$ cat src/rtl/rvx_core_mdu_sequencer.sv
// ============================================================================
// rvx_core_mdu_sequencer : RV32M multiply/divide sequencer for pipeline stage 2
// Optional division result cache enabled by macro RVX_MDU_DIV_CACHE_EN.
// Revision: 1.0
// ============================================================================
`default_nettype none

module rvx_core_mdu_sequencer #(
  parameter int DIV_UNROLL = 1  // legal: 1, 2, 4
) (
  input  logic        clock,
  input  logic        reset,
  input  logic        start_s2,
  input  logic [2:0]  funct3_s2,
  input  logic [31:0] rs1_data_s2,
  input  logic [31:0] rs2_data_s2,
  input  logic        flush_s2,
  output logic        stall_s2,
  output logic [31:0] mdu_result_s2,
  output logic        mdu_valid_s2
);

  localparam int ITERS = 32 / DIV_UNROLL;

  typedef enum logic [1:0] {
    IDLE = 2'd0,
    MUL  = 2'd1,
    DIV  = 2'd2,
    DONE = 2'd3
  } state_t;

  state_t      state, state_next;

  logic [1:0]  op;
  logic [31:0] opa, opb;
  logic [31:0] quo, rem, dvs;
  logic        neg_q, neg_r;
  logic [5:0]  cnt;
  logic [31:0] result;

  logic        accept;
  logic        is_div_in, signed_in, div_zero_in, ovf_in, cache_hit_in, fast_div;
  logic [31:0] fast_result, hit_result;
  logic        div_last;

  assign accept      = (state == IDLE) & start_s2 & ~flush_s2;
  assign is_div_in   = funct3_s2[2];
  assign signed_in   = ~funct3_s2[0];  // DIV/REM are signed, DIVU/REMU are not
  assign div_zero_in = (rs2_data_s2 == 32'h0);
  assign ovf_in      = signed_in & (rs1_data_s2 == 32'h8000_0000) &
                       (rs2_data_s2 == 32'hFFFF_FFFF);
  assign fast_div    = is_div_in & (div_zero_in | ovf_in | cache_hit_in);
  assign div_last    = (cnt == 6'(ITERS));

  always_comb begin
    fast_result = hit_result;
    if (div_zero_in)
      fast_result = funct3_s2[1] ? rs1_data_s2 : 32'hFFFF_FFFF;
    else if (ovf_in)
      fast_result = funct3_s2[1] ? 32'h0 : 32'h8000_0000;
  end

  // Multiply: sign-extend to 64 bits; the low 64 bits of the product are exact.
  logic [63:0] ma, mb, prod;
  logic [31:0] mul_result;
  assign ma   = {{32{opa[31] & ((op == 2'd1) | (op == 2'd2))}}, opa};
  assign mb   = {{32{opb[31] & (op == 2'd1)}}, opb};
  assign prod = ma * mb;
  assign mul_result = (op == 2'd0) ? prod[31:0] : prod[63:32];

  // Restoring division, DIV_UNROLL quotient bits per cycle.
  logic [31:0] quo_n, rem_n;
  logic [32:0] sh;
  always_comb begin
    quo_n = quo;
    rem_n = rem;
    sh    = '0;
    for (int i = 0; i < DIV_UNROLL; i++) begin
      sh    = {rem_n, quo_n[31]};
      quo_n = {quo_n[30:0], 1'b0};
      if (sh >= {1'b0, dvs}) begin
        rem_n    = sh[31:0] - dvs;
        quo_n[0] = 1'b1;
      end else begin
        rem_n = sh[31:0];
      end
    end
  end

  logic [31:0] quo_final, rem_final, div_result;
  assign quo_final  = neg_q ? (32'h0 - quo) : quo;
  assign rem_final  = neg_r ? (32'h0 - rem) : rem;
  assign div_result = op[1] ? rem_final : quo_final;

  always_ff @(posedge clock) begin
    if (reset) state <= IDLE;
    else       state <= state_next;
  end

  always_comb begin
    state_next = state;
    case (state)
      IDLE: if (accept) state_next = !is_div_in ? MUL : (fast_div ? DONE : DIV);
      MUL:  state_next = DONE;
      DIV:  if (div_last) state_next = DONE;
      DONE: state_next = IDLE;
      default: state_next = IDLE;
    endcase
    if (flush_s2) state_next = IDLE;
  end

  always_ff @(posedge clock) begin
    if (reset) begin
      op     <= '0;
      opa    <= '0;
      opb    <= '0;
      quo    <= '0;
      rem    <= '0;
      dvs    <= '0;
      neg_q  <= 1'b0;
      neg_r  <= 1'b0;
      cnt    <= '0;
      result <= '0;
    end else if (flush_s2) begin
      cnt <= '0;
    end else begin
      case (state)
        IDLE: if (accept) begin
          op    <= funct3_s2[1:0];
          opa   <= rs1_data_s2;
          opb   <= rs2_data_s2;
          cnt   <= '0;
          rem   <= '0;
          quo   <= (signed_in & rs1_data_s2[31]) ? (32'h0 - rs1_data_s2) : rs1_data_s2;
          dvs   <= (signed_in & rs2_data_s2[31]) ? (32'h0 - rs2_data_s2) : rs2_data_s2;
          neg_q <= signed_in & (rs1_data_s2[31] ^ rs2_data_s2[31]);
          neg_r <= signed_in & rs1_data_s2[31];
          if (fast_div) result <= fast_result;
        end
        MUL: result <= mul_result;
        DIV: begin
          if (div_last) begin
            result <= div_result;
          end else begin
            quo <= quo_n;
            rem <= rem_n;
            cnt <= cnt + 6'd1;
          end
        end
        default: ;
      endcase
    end
  end

`ifdef RVX_MDU_DIV_CACHE_EN
  logic        c_valid, c_signed;
  logic [31:0] c_rs1, c_rs2, c_quo, c_rem;

  assign cache_hit_in = c_valid & (c_rs1 == rs1_data_s2) & (c_rs2 == rs2_data_s2) &
                        (c_signed == signed_in);
  assign hit_result   = funct3_s2[1] ? c_rem : c_quo;

  // Only a division that reaches DONE unflushed is remembered.
  always_ff @(posedge clock) begin
    if (reset) begin
      c_valid  <= 1'b0;
      c_signed <= 1'b0;
      c_rs1    <= '0;
      c_rs2    <= '0;
      c_quo    <= '0;
      c_rem    <= '0;
    end else if ((state == DIV) && div_last && !flush_s2) begin
      c_valid  <= 1'b1;
      c_signed <= ~op[0];
      c_rs1    <= opa;
      c_rs2    <= opb;
      c_quo    <= quo_final;
      c_rem    <= rem_final;
    end
  end
`else
  assign cache_hit_in = 1'b0;
  assign hit_result   = 32'h0;
`endif

  assign stall_s2      = accept | (state == MUL) | (state == DIV);
  assign mdu_valid_s2  = (state == DONE) & ~flush_s2;
  assign mdu_result_s2 = result;

endmodule

`default_nettype wire

$ cat config.mk
export PLATFORM = sky130hd
export DESIGN_NAME = rvx_core_mdu_sequencer
export DESIGN_NICKNAME = d
export VERILOG_FILES = /design/src/rtl/rvx_core_mdu_sequencer.sv
export SDC_FILE = /design/constraint.sdc
export NUM_CORES = 2
export LEC_CHECK = 0
export ABC_AREA = 1
export CAP_MARGIN = 15
export CORE_ASPECT_RATIO = 1.75
export CORE_MARGIN = 5
export CORE_UTILIZATION = 40
export CTS_BUF_LIST = sky130_fd_sc_hd__clkbuf_8
export CTS_CLUSTER_DIAMETER = 30
export DETAILED_ROUTE_END_ITERATION = 8
export GPL_TIMING_DRIVEN = 0
export MAX_ROUTING_LAYER = met4
export PLACE_DENSITY = 0.62
export SKIP_LAST_GASP = 1
export SYNTH_ARGS = -nofsm -noshare
export SYNTH_HDL_FRONTEND = slang
export SYNTH_SLANG_ARGS = --single-unit
$ cat constraint.sdc
create_clock -name clock -period 24.6 [get_ports clock]
set_input_delay 2.46 -clock clock [delete_from_list [all_inputs] [get_ports clock]]
set_output_delay 2.46 -clock clock [all_outputs]
set_load 0.1 [all_outputs]
==> insert_results.sql <==
INSERT INTO impl_metrics (metric_group, metric, value, unit) VALUES
('run_status', 'outcome', 'finished clean', ''),
('synth', 'dominantRegCellSynth', 'sky130_fd_sc_hd__dfxtp_1', ''),
('clocking', 'cts_inserted_buffers', '39', ''),
('timing', 'maxSlewHeadroom', '11.9', '%'),
('power', 'seq_power_share', '14.0', '%'),
('grt', 'antenna_found_initial', '4', ''),
('setup_path', 'reg2reg_from', 'op[1]', ''),
('setup_path', 'critical_path.n_buffers_inverters', '12', ''),
('floorplan', 'chipHeight', '502', 'µm'),
('worst_hold_path', 'worstHoldPathType', 'register to register', ''),
('setup_path', 'r2r_slack', '12.49', 'ns'),
('setup_path', 'critical_path.startpoint_type', 'register', ''),
('worst_hold_path', 'worstHoldEndpoint', 'mdu_result_s2[7]', ''),
('clocking', 'total_of_hold_buffers_inserted_after_clock_tree_synthesis', '0', ''),
('synth', 'synthArstFlopShare', '0', '%'),
('clocking', 'count_of_buffers_added_by_post_cts_timing_repair_for_setup', '0', ''),
('synth', 'ys_ff_latch', '203', ''),
('timing', 'timing.final.setup_violations', '0', ''),
('detailed_routing', 'dr.first_iter.drc_count', '3542', ''),
('timing', 'finalSetupTns', '0', 'ns'),
('detailed_routing', 'route.antenna.remaining_nets', '0', ''),
('detailed_routing', 'wl', '264', 'mm'),
('setup_path', 'critical_path_arrival', '12.60', 'ns'),
('power', 'total_switching_power', '1.46', 'mW'),
('power', 'clkPwrFrac', '16.2', '%'),
('finish', 'layout-drive-gt1-share', '1.72', '%'),
('floorplan', 'coreArea', '0.138', 'mm²'),
('timing', 'slew_viol_final', '0', ''),
('synth', 'netlist.area_leader.share', '40.7', '%'),
('grt', 'gr-usage-all-layers', '36.7', '%'),
('finish', 'area.growth.synth_to_final', '7.68', '%'),
('floorplan', 'initial_cell_density_of_the_core', '40.3', '%'),
('worst_hold_path', 'beginning_of_the_worst_hold_path', 'mdu_result_s2[7]', ''),
('floorplan', 'fp.dieW', '291', 'µm'),
('finish', 'multi_input_comb_area', '0.0424', 'mm²'),
('finish', 'total_nets_final', '9328', ''),
('clocking', 'clkSlewWorstSetupHoldPaths', '0.07', 'ns'),
('clocking', 'tritoncts', 'done', ''),
('detailed_routing', 'routed-via-count', '52000', ''),
('finish', 'seq_area', '0.00406', 'mm²'),
('power', 'p_leak', '30.2', 'nW'),
('setup_path', 'worst-endpoint-required', '25.09', 'ns'),
('setup_path', 'critPathCaptureType', 'register', ''),
('synth', 'yosysWarnings', '0', ''),
('grt', 'first_global_vias', '56101', ''),
('finish', 'layout.filler_cells', '14691', ''),
('floorplan', 'placementRows', '180', ''),
('floorplan', 'number_of_top_level_pins', '105', ''),
('setup_path', 'crit_type', 'register to register', ''),
('synth', 'synth_top_cell_by_area', 'sky130_fd_sc_hd__fa_1', ''),
('timing', 'fin_crit', '12.11', 'ns'),
('setup_path', 'worst_path_dominant_cell_family', 'adder cells', ''),
('synth', 'yosysSeqAreaShare', '7.34', '%'),
('clocking', 'master_cell_of_the_clock_root_buffer', 'sky130_fd_sc_hd__clkbuf_8', ''),
('grt', 'global_route.overflow_total', '0', ''),
('setup_path', 'worst_r2r_path_depth', '34', ''),
('detailed_routing', 'detailedRoute.firstPassIterationCount', '6', ''),
('synth', 'syn_area', '0.0554', 'mm²'),
('power', 'switching_share', '57.3', '%'),
('clocking', 'clock_insertion_delay_worst_skew', '0.67', 'ns'),
('power', 'power-per-cell-area', '42.8', 'mW/mm²'),
('synth', 'synth.avg_cell_area', '7.17', 'µm²'),
('setup_path', 'crit_path_max_fanout', '11', ''),
('floorplan', 'floorplan.die_area', '0.146', 'mm²'),
('detailed_routing', 'route.detailed.wl_per_inst', '27.1', 'µm'),
('placement', 'portBuffers', '102', ''),
('placement', 'post-place-ws', '12.67', 'ns'),
('finish', 'post-route-cell-area', '0.0597', 'mm²'),
('synth', 'dominant_cells_by_area_after_synthesis', 'sky130_fd_sc_hd__fa_1 41%, sky130_fd_sc_hd__nand2_1 14%, sky130_fd_sc_hd__inv_1 13%', ''),
('synth', 'syn_inst', '7725', ''),
('clocking', 'ctsHtreeMaxLevel', '2', '');
layout make-up:
class	instances	share of cell area, %
inverters	1969	12.4
diodes	3	0.0126
well taps	1820	3.82
multi-input cells	5166	71.2
clock inverters	25	0.497
repair buffers	106	1.81
clock buffers	43	0.992
flip-flops and latches	203	6.81
plain buffers	387	2.52
worst reg2reg max path, delay by kind of cell (launching register included):
family | cells | cell delay, ns
compound gates | 5 | 1.61
simple gates | 7 | 0.77
fa+ha+maj | 10 | 5.85
flops | 1 | 0.31
buf+inv | 12 | 3.45
Yosys cell counts, drive strengths merged (11+ instances only):
cell type	number
nor3	47
clkbuf	345
fa	1126
o221ai	11
nand2	2063
nand3b	12
or2	15
nand4	68
a31oi	24
xnor2	22
o21ai	243
ha	259
buf	42
a21oi	343
nand3	271
o211ai	43
o21bai	50
nor2	475
xor2	27
dfxtp	203
a211oi	20
inv	1965
per-stage QoR:
stage / power (mW) / hold WS, ns / std cells / util [%]
floorplan: 1.33 / 0.444 / 7725 / -
global placement: 2.10 / 0.458 / 9647 / 42.7
detailed placement: 2.10 / 0.460 / 9649 / 42.7
CTS: 2.53 / 0.468 / 9717 / 43.3
global route: 2.67 / 0.500 / 9720 / 43.3
finish: 2.55 / 0.468 / 9722 / 43.4
flip-flops by register name (all words and copies together) (netlist names), 2 cells and up:
signal	flops
cnt	6
state	2
opa	32
op	2
quo	32
opb	32
mdu_result_s2	32
dvs	31
rem	32
worst max path at each step:
stage	from	to	depth (start not counted)
5_1_grt	op[1]	mdu_result_s2[24]	34
3_3_place_gp	op[1]	mdu_result_s2[24]	34
2_1_floorplan	op[1]	mdu_result_s2[31]	37
3_5_place_dp	op[1]	mdu_result_s2[24]	34
4_1_cts	op[1]	mdu_result_s2[24]	34
6_report	op[1]	mdu_result_s2[24]	34
power groups by stage:
stage	Clock, mW	Sequential (mW)	Combinational (mW)
finish	0.413	0.357	1.78
global route	0.427	0.358	1.89
CTS	0.416	0.356	1.75
detailed placement	0	0.364	1.73
global placement	0	0.363	1.73
floorplan	0	0.362	0.966
cells by family (layout without fill, tap and decap cells):
| logic type | after synthesis | after routing | synth area share [%] |
|---|---|---|---|
| simple gates | 2969 | 2969 | 21.6 |
| buf+inv | 2356 | 2530 | 16.1 |
| fa+ha+maj | 1385 | 1385 | 46.5 |
| compound gates | 763 | 763 | 7.75 |
| flops | 203 | 203 | 7.34 |
| xor+xnor | 49 | 49 | 0.775 |
| other cells | 0 | 3 | 0 |
layer usage:
layer	up-vias	GRT usage, %	part of all wire (%)
li1	22929	-	-
met1	25588	32.2	30
met2	2280	64.6	50
met3	1203	4.24	4.9
met4	0	39.8	15
met5	-	-	0
Power figures use the tool's default switching activity.
